===== config.mk =====
export PLATFORM = sky130hd
export DESIGN_NAME = gravity_timer
export DESIGN_NICKNAME = d
export VERILOG_FILES = /design/src/rtl/tetris_timing_pkg.sv /design/src/rtl/tick_sync.sv /design/src/rtl/gravity_timer.sv
export SDC_FILE = /design/constraint.sdc
export NUM_CORES = 1
export LEC_CHECK = 0
export ABC_AREA = 1
export BUFFER_PORTS_ARGS = -buffer_cell sky130_fd_sc_hd__buf_2
export CORE_MARGIN = 10
export CORE_UTILIZATION = 50
export DETAILED_ROUTE_END_ITERATION = 8
export GPL_ROUTABILITY_DRIVEN = 1
export PLACE_DENSITY = 0.85
export SETUP_SLACK_MARGIN = 0.1
export SLEW_MARGIN = 20
export SYNTH_ARGS = -nofsm -noshare
export SYNTH_HDL_FRONTEND = slang
export SYNTH_SLANG_ARGS = --single-unit

===== constraint.sdc =====
create_clock -name clock -period 2.39 [get_ports clock]
set_input_delay 0.3585 -clock clock [delete_from_list [all_inputs] [get_ports clock]]
set_output_delay 0.3585 -clock clock [all_outputs]
set_load 0.005 [all_outputs]

===== src/rtl/tetris_timing_pkg.sv =====
// Shared timing defaults and gravity FSM state encoding for the falling-piece timer.
package tetris_timing_pkg;

  localparam int DEF_BASE_TICKS      = 48;
  localparam int DEF_TICKS_PER_LEVEL = 4;
  localparam int DEF_MIN_TICKS       = 2;
  localparam int DEF_SOFT_TICKS      = 1;

  typedef enum logic [1:0] {
    RUN = 2'd0,
    REQ = 2'd1,
    GAP = 2'd2
  } gravity_state_t;

endpackage


===== src/rtl/tick_sync.sv =====
// Multi-flop synchronizer for a slow asynchronous level, followed by a registered
// rising-edge detector producing a one-cycle pulse.
module tick_sync #(
  parameter int SYNC_STAGES = 2
) (
  input  logic clock,
  input  logic reset,
  input  logic async_in,
  output logic pulse
);

  logic [SYNC_STAGES-1:0] sync;
  logic                   history;

  // NOTE: sequential state uses non-blocking assignments so every flop samples pre-edge values.
  always_ff @(posedge clock or negedge reset) begin
    if (!reset) begin
      sync    <= '0;
      history <= 1'b0;
      pulse   <= 1'b0;
    end else begin
      sync    <= {sync[SYNC_STAGES-2:0], async_in};
      history <= sync[SYNC_STAGES-1];
      pulse   <= sync[SYNC_STAGES-1] & ~history;
    end
  end

endmodule


===== src/rtl/gravity_timer.sv =====
// Converts game_clk edges into ticks, counts them against a level-dependent fall
// period and issues drop requests over a req/ack handshake with one-deep queueing.
module gravity_timer
  import tetris_timing_pkg::*;
#(
  parameter int SYNC_STAGES     = 2,
  parameter int LEVEL_W         = 4,
  parameter int CNT_W           = 8,
  parameter int BASE_TICKS      = DEF_BASE_TICKS,
  parameter int TICKS_PER_LEVEL = DEF_TICKS_PER_LEVEL,
  parameter int MIN_TICKS       = DEF_MIN_TICKS,
  parameter int SOFT_TICKS      = DEF_SOFT_TICKS
) (
  input  logic               clock,
  input  logic               reset,
  input  logic               game_clk,
  input  logic               pause,
  input  logic [LEVEL_W-1:0] level,
  input  logic               soft_drop,
  input  logic               restart,
  input  logic               drop_ack,
  output logic               drop_req,
  output logic               tick_pulse,
  output logic [CNT_W-1:0]   tick_count,
  output logic               overrun
);

  localparam int WIDE = CNT_W + LEVEL_W + 1;

  if (SYNC_STAGES < 2) begin : g_bad_sync
    $error("gravity_timer: SYNC_STAGES must be at least 2");
  end
  if (BASE_TICKS >= (1 << CNT_W)) begin : g_bad_width
    $error("gravity_timer: BASE_TICKS does not fit in CNT_W, tick_count could wrap");
  end

  tick_sync #(.SYNC_STAGES(SYNC_STAGES)) u_tick_sync (
    .clock    (clock),
    .reset    (reset),
    .async_in (game_clk),
    .pulse    (tick_pulse)
  );

  logic signed [WIDE-1:0] raw;
  logic signed [WIDE-1:0] period;
  logic signed [WIDE-1:0] next_cnt;
  logic                   count_tick;
  logic                   elapsed;
  logic                   drop_event;

  // NOTE: every always_comb output gets a value on every path, so no latch is inferred.
  always_comb begin
    raw        = $signed(WIDE'(BASE_TICKS))
               - $signed(WIDE'(level)) * $signed(WIDE'(TICKS_PER_LEVEL));
    period     = (raw < $signed(WIDE'(MIN_TICKS))) ? $signed(WIDE'(MIN_TICKS)) : raw;
    if (soft_drop) period = $signed(WIDE'(SOFT_TICKS));
    next_cnt   = $signed(WIDE'(tick_count) + WIDE'(1));
    count_tick = tick_pulse & ~pause;
    elapsed    = next_cnt >= period;
    drop_event = count_tick & elapsed;
  end

  always_ff @(posedge clock or negedge reset) begin
    if (!reset) begin
      tick_count <= '0;
    end else if (restart) begin
      tick_count <= '0;
    end else if (count_tick) begin
      tick_count <= elapsed ? '0 : CNT_W'(next_cnt);
    end
  end

  gravity_state_t state;
  logic           pending;

  // Restart leaves the synchronizer alone so an already-high game_clk cannot re-tick.
  always_ff @(posedge clock or negedge reset) begin
    if (!reset) begin
      state    <= RUN;
      drop_req <= 1'b0;
      pending  <= 1'b0;
      overrun  <= 1'b0;
    end else if (restart) begin
      state    <= RUN;
      drop_req <= 1'b0;
      pending  <= 1'b0;
      overrun  <= 1'b0;
    end else begin
      case (state)
        RUN: begin
          if (drop_event) begin
            drop_req <= 1'b1;
            state    <= REQ;
          end
        end
        REQ: begin
          if (drop_event) begin
            if (pending) overrun <= 1'b1;
            else         pending <= 1'b1;
          end
          if (drop_ack) begin
            drop_req <= 1'b0;
            state    <= (pending || drop_event) ? GAP : RUN;
          end
        end
        GAP: begin
          // The queued drop is being served now; a further event here is lost.
          if (drop_event && pending) overrun <= 1'b1;
          pending  <= 1'b0;
          drop_req <= 1'b1;
          state    <= REQ;
        end
        default: begin
          state    <= RUN;
          drop_req <= 1'b0;
        end
      endcase
    end
  end

endmodule


## After elaboration in Yosys (flattened, before gate mapping)

Cells that the tools add are included.

| word-level totals | value |
|---|---|
| bits in registers | 17 |
| input bits | 11 |
| word-level logic and storage cells | 53 |

| operators by class | value |
|---|---|
| eq/ne operators | 7 |
| mux-type cells | 21 |
| bitwise operators | 5 |
| reduce and logical (&&, ||, !) cells | 8 |
| magnitude comparators | 2 |
| add/sub/neg operators | 2 |

Operators with widths:

| operator | count |
|---|---|
| $mux 13 | 2 |
| $mux 8 | 3 |
| $ne 3x3->1 const B | 5 |
| $ge 10x13->1 | 1 |
| $add 8x1->9 const B | 1 |
| $mux 1 | 8 |
| $mux 2 | 4 |
| $lt 7x3->1 const B | 1 |
| $sub 6x6->7 const A | 1 |
| $pmux 2 s3 | 1 |
| $pmux 1 s2 | 2 |
| $reduce_and 2->1 | 2 |
| $reduce_and 4->1 | 1 |
| $and 1x1->1 | 3 |
| $pmux 1 s3 | 1 |
| $reduce_bool 3->1 | 1 |
| $eq 2x1->1 const B | 1 |
| $eq 2x2->1 const B | 1 |
| $logic_not 2->1 | 1 |
| $not 1->1 | 2 |
| $reduce_bool 2->1 | 1 |
| $logic_and 1x1->1 | 1 |
| $logic_or 1x1->1 | 1 |

## Depth between registers and ports, before layout

| logic depth | value |
|---|---|
| word-level depth | 11 |
| depth in mapped cells | 18 |
| gate-level depth less buffers | 18 |

## By module

From an unflattened synthesis, not the netlist that was laid out.

| second synthesis, totals | value |
|---|---|
| cell total of the unflattened synthesis | 159 |
| area, all modules | 1193.6 um^2 |

Modules (own cells, without submodules):

| module | cells each | area each (um^2) | seq. area each (um^2) | instances |
|---|---|---|---|---|
| gravity_timer | 153 | 1083.5 | 300.3 | 1 |
| tick_sync | 6 | 110.1 | 100.1 | 1 |

## Worst setup path after synthesis

No wires, ideal clock.

| timing | value |
|---|---|
| path kind | input-to-reg |
| start | in level[0] |
| end | reg state[0] |
| arrival time | 2.281 ns |
| slack | -0.008 ns |
| data required time | 2.274 ns |
| stages on the path | 18 |
| cells stage by stage | inv_1 -> ha_1 -> xor2_1 -> nor4_1 -> ha_1 -> inv_1 -> nand3_1 -> ha_1 -> nand2_1 -> inv_1 -> nand2_1 -> nand3_1 -> nand2_1 -> nand2_4 -> nand2_1 -> nand2_1 -> nand2_1 -> nand2_1 |

| on the way | value |
|---|---|
| cells in the longest elaborated chain, start to end | 8 |

RTL lines:

| element | line | text |
|---|---|---|
| from (decl) | gravity_timer.sv:18 | `input logic [LEVEL_W-1:0] level,` |
| $sub 6x6->7 (*) | gravity_timer.sv:54 | `- $signed(WIDE'(level)) * $signed(WIDE'(TICKS_PER_LEVEL));` |
| $lt 7x3->1 | gravity_timer.sv:55 | `period = (raw < $signed(WIDE'(MIN_TICKS))) ? $signed(WIDE'(MIN_TICKS)) : raw;` |
| $mux 13 (*) | gravity_timer.sv:55 |  |
| $mux 13 (*) | gravity_timer.sv:56 | `if (soft_drop) period = $signed(WIDE'(SOFT_TICKS));` |
| $ge 10x13->1 (*) | gravity_timer.sv:59 | `elapsed = next_cnt >= period;` |
| $and 1x1->1 (*) | gravity_timer.sv:60 | `drop_event = count_tick & elapsed;` |
| $ne 3x3->1 (no source line) (*) | n/a |  |
| $reduce_and 2->1 (no source line) (*) | n/a |  |
| to (signal assigned) | gravity_timer.sv:103 | `state <= (pending \|\| drop_event) ? GAP : RUN;` |
| to (decl) | gravity_timer.sv:73 | `gravity_state_t state;` |

Mark *: on every way between the ends. The rest lies on a longest branch, timed or not.
A chain may end at the register's enable or synchronous reset.

## Final worst setup path

| timing | value |
|---|---|
| start | in level[0] |
| end | reg tick_count[4] |

| on the way | value |
|---|---|
| cells in the longest elaborated chain, start to end | 8 |

RTL lines:

| element | line | text |
|---|---|---|
| $sub 6x6->7 (*) | gravity_timer.sv:54 |  |
| $lt 7x3->1 | gravity_timer.sv:55 |  |
| $mux 13 (*) | gravity_timer.sv:55 |  |
| $mux 13 (*) | gravity_timer.sv:56 |  |
| $ge 10x13->1 (*) | gravity_timer.sv:59 |  |
| $mux 8 (*) | gravity_timer.sv:69 | `tick_count <= elapsed ? '0 : CNT_W'(next_cnt);` |
| $mux 8 (*) | gravity_timer.sv:68 | `end else if (count_tick) begin` |
| $mux 8 (*) | gravity_timer.sv:66 | `end else if (restart) begin` |
| to (signal assigned) | gravity_timer.sv:69 |  |
| to (decl) | gravity_timer.sv:24 | `output logic [CNT_W-1:0] tick_count,` |

Mark *: on every way between the ends. The rest lies on a longest branch, timed or not. The select of a mux whose other input is x is not followed.

==> results.yml <==
synthesis:
  yosysUniqueCellTypes: 24
  syn_area_per_cell_um2: 7.539
  yosys-top-cells-area: "dfrtp_1, ha_1, nand2_1, inv_1, nand3_1"
  synth-seq-cells: 16
  syn_nets: 183
  ys_seq_area_share_pct: 33.40
  synth_cells: 159
  syn-cell-area_um2: 1199
  yosys_warnings: 0
  yosys.area.top_type: "dfrtp_1"
  synthArstFlopShare_pct: 100.0
  synth_common_cells: "nand2_1, inv_1, nand3_1, dfrtp_1, ha_1"
  synth_ff_type: "dfrtp_1"
  synth_edf_count: 0
  synth_top_area_share_pct: 33.40
  synth.most_common_cell: "nand2_1"
route:
  routed_wl_mm: 3.048
  vias: 1126
  routedWlPerCell_um: 13.85
  dr.pass1.iters: 4
  ant_nets: 0
  drt_iter0_markers: 39
  drc: 0
  via_per_inst: 5.118
power_and_ir_drop:
  p_leak_nw: 0.9036
  combPwrFrac_pct: 27.3
  ir_worst_vdd_mv: 0.3245
  power_switching_uw: 194.5
  seqPwrFrac_pct: 44.4
  swShare_pct: 30.51
  power_frac_clock_pct: 28.3
  power_density_nw_per_um2: 390.4
  p_int_uw: 443.0
worst_setup_path:
  startpoint_type: "primary input"
  path_buf_inv: 3
  cp_common_cell: "nand2_1"
  crit_chain: "buf_12, inv_12, ha_4, xor2_4, nor4_2, ha_1, nand2_4, ha_1, inv_1, nor2_1, nand2_1, nand2_1, nor2_2, nand2_4, nor2_8, nand3_2, nand2_1"
  crit_family: "simple AND/OR/NAND/NOR gates"
  crit_fanout: 7
  endpoint_kind: "flip-flop"
  worstSetupPathType: "primary input to flip-flop"
  cp.arrival_ps: 2520
  critPathSlowestCell: "ha_1"
  worst_path_largest_cell_delay_ps: 300
  cp.required_ps: 2620
outcome:
  status: "finished, final reports clean"
global_routing:
  grt_pass1_vias: 1201
  antenna_found_initial: 0
  grt_pass1_wl_mm: 4.961
  grtUsageTotal_pct: 13.54
  grt_overflow: 0
  grt_max_degree: 17
layout:
  insertedDiodeCount: 0
  ff_latch_area_um2: 404.1
  final_util_pct: 72.42
  final_area_um2: 1633
  areaGrowthSynthToFinish_pct: 36.22
  nNetsFinal: 217
  multi_input_area_um2: 832.0
  fillers: 172
  drive_above_1_share_pct: 37.50
cts:
  clk_pin_slew_ps: 90
  root_buffer: "clkbuf_4"
  cts_htree_levels: 1
  clock_path_buffers: 2
  clk-insertion-delay-late_ps: 290
  cts_made_buffers: 3
  clock-sinks: 16
  tritoncts: "done"
sta:
  hold_viol: 0
  slew_violations: 0
  fmax_mhz: 437.3
  worst_slack_ps: 103.4
  hold_slack_ps: 174.4
  relSlewSlack_pct: 67.17
  finalSetupTns_ps: 0
  grt_setup_unrepaired: "true"
  fin_crit_sh_pct: 95.67
  period_minus_slack_ps: 2287
  final-setup-viol-count: 0
  tightestPinTransition_ps: 490.6
  worst_clock_skew_ps: 3.668
floorplan:
  io-pin-count: 22
  die_y_um: 68.96
  core_area_um2: 2255
  num_rows: 17
  dieArea_um2: 4755
  initial_core_util_pct: 53.16
  die_x_um: 68.96
placement:
  pre_cts_ws_ps: -370.0
  io_buffers: 21
  hpwl_mm: 2.149
  place.gp.congestion: 0.8228
  dpl_cell_area_um2: 1411
min_path:
  hold_path_class: "primary input to flip-flop"
run:
  maxCapViolations: 0
-- placed cells by master, fill, tap and decap left out, types with 2 or more instances in the layout --
cell	netlist	layout
nand2_1	42	39
inv_1	25	22
buf_2	0	18
dfrtp_1	16	13
nand3_2	1	10
nor2_1	11	10
nand3_1	18	9
ha_1	13	9
buf_4	0	7
xor2_1	6	5
nor2_2	3	4
clkinv_1	4	4
clkbuf_4	0	4
nor3_1	3	3
nand2_4	2	3
a21oi_2	0	3
nand2_2	1	3
ha_4	0	3
dfrtp_2	0	3
inv_2	1	2
-- registers in the layout, indices dropped and copies added, names as in the netlist --
name and cells:
u_tick_sync.pulse 1, u_tick_sync.history 1, state 2, overrun 1, tick_count 8, u_tick_sync.sync 2, pending 1
-- path summary, 6_finish.rpt --
check | slack [ps] | cells past startpoint | to | from
hold reg to reg | 360 | 0 | u_tick_sync.sync[1]$_DFF_PN0_ | u_tick_sync.sync[0]$_DFF_PN0_
setup / recovery | 100 | 17 | tick_count[4]$_DFFE_PN0P_ | level[0]
setup reg to reg | 120 | 14 | tick_count[4]$_DFFE_PN0P_ | tick_count[1]$_DFFE_PN0P_
hold / removal | 170 | 1 | u_tick_sync.sync[0]$_DFF_PN0_ | game_clk
min in group asynchronous | 500 | 2 | state[1]$_DFFE_PN0P_ | reset
max in group asynchronous | 1600 | 2 | tick_count[2]$_DFFE_PN0P_ | reset
-- through the flow --
stage	instances	total power [mW]
detailed placement	213	0.4230
global route	220	0.6756
CTS	220	0.6336
finish	220	0.6375
global placement	213	0.4168
floorplan	159	0.3755
-- timing repair --
item | 4_1_cts | 5_1_grt
setup buffers | 2 | 0
setup endpoints to repair | 12 | 12
pin swaps | 15 | 8
hold endpoints to repair | 16 | 0
resized for setup | 24 | 12
cloned | 0 | 0
hold buffers | 1 | 0
-- routing by layer --
layer | routed length [um] | vias up | global-route usage, %
met3 | 144 | 13 | 3.382
met2 | 1603 | 30 | 25.00
met5 | 0 | - | 0
met1 | 1184 | 522 | 13.31
met4 | 115 | 0 | 7.882
li1 | - | 561 | -
-- cells by family (layout without fill, tap and decap cells) --
| group | after synthesis | in the layout | share of synthesized area, % |
|---|---|---|---|
| AO/OA/AOI/OAI | 5 | 5 | 2.087 |
| buffers and inverters | 30 | 63 | 9.394 |
| AND/OR/NAND/NOR | 87 | 87 | 35.07 |
| XOR/XNOR | 8 | 8 | 6.472 |
| flip-flops | 16 | 16 | 33.40 |
| adder cells (fa/ha/maj) | 13 | 13 | 13.57 |
-- worst reg2reg max path, delay by kind of cell, from the launching register on --
family	cells	cell delay [ps]
xor gates and xnor gates	1	140
adders and majority gates	2	530
buffers and inverters	1	130
DFF	1	380
and+or+nand+nor	10	1020
-- power groups by stage --
stage	logic [mW]	registers (mW)	clock network (mW)
final	0.174	0.283	0.180
after global routing	0.192	0.284	0.199
after CTS	0.164	0.283	0.187
after detailed placement	0.135	0.288	0
after global placement	0.129	0.288	0
after floorplan	0.0864	0.289	0
-- area by class of cell --
| cell class | instances | area share [%] |
|---|---|---|
| tap | 28 | 2.146 |
| sequential | 16 | 24.75 |
| timing repair buffer | 29 | 11.95 |
| inverter | 30 | 7.969 |
| multi-input combinational | 113 | 50.96 |
| clock buffer | 4 | 2.222 |
(Power assumes the default switching activity.)
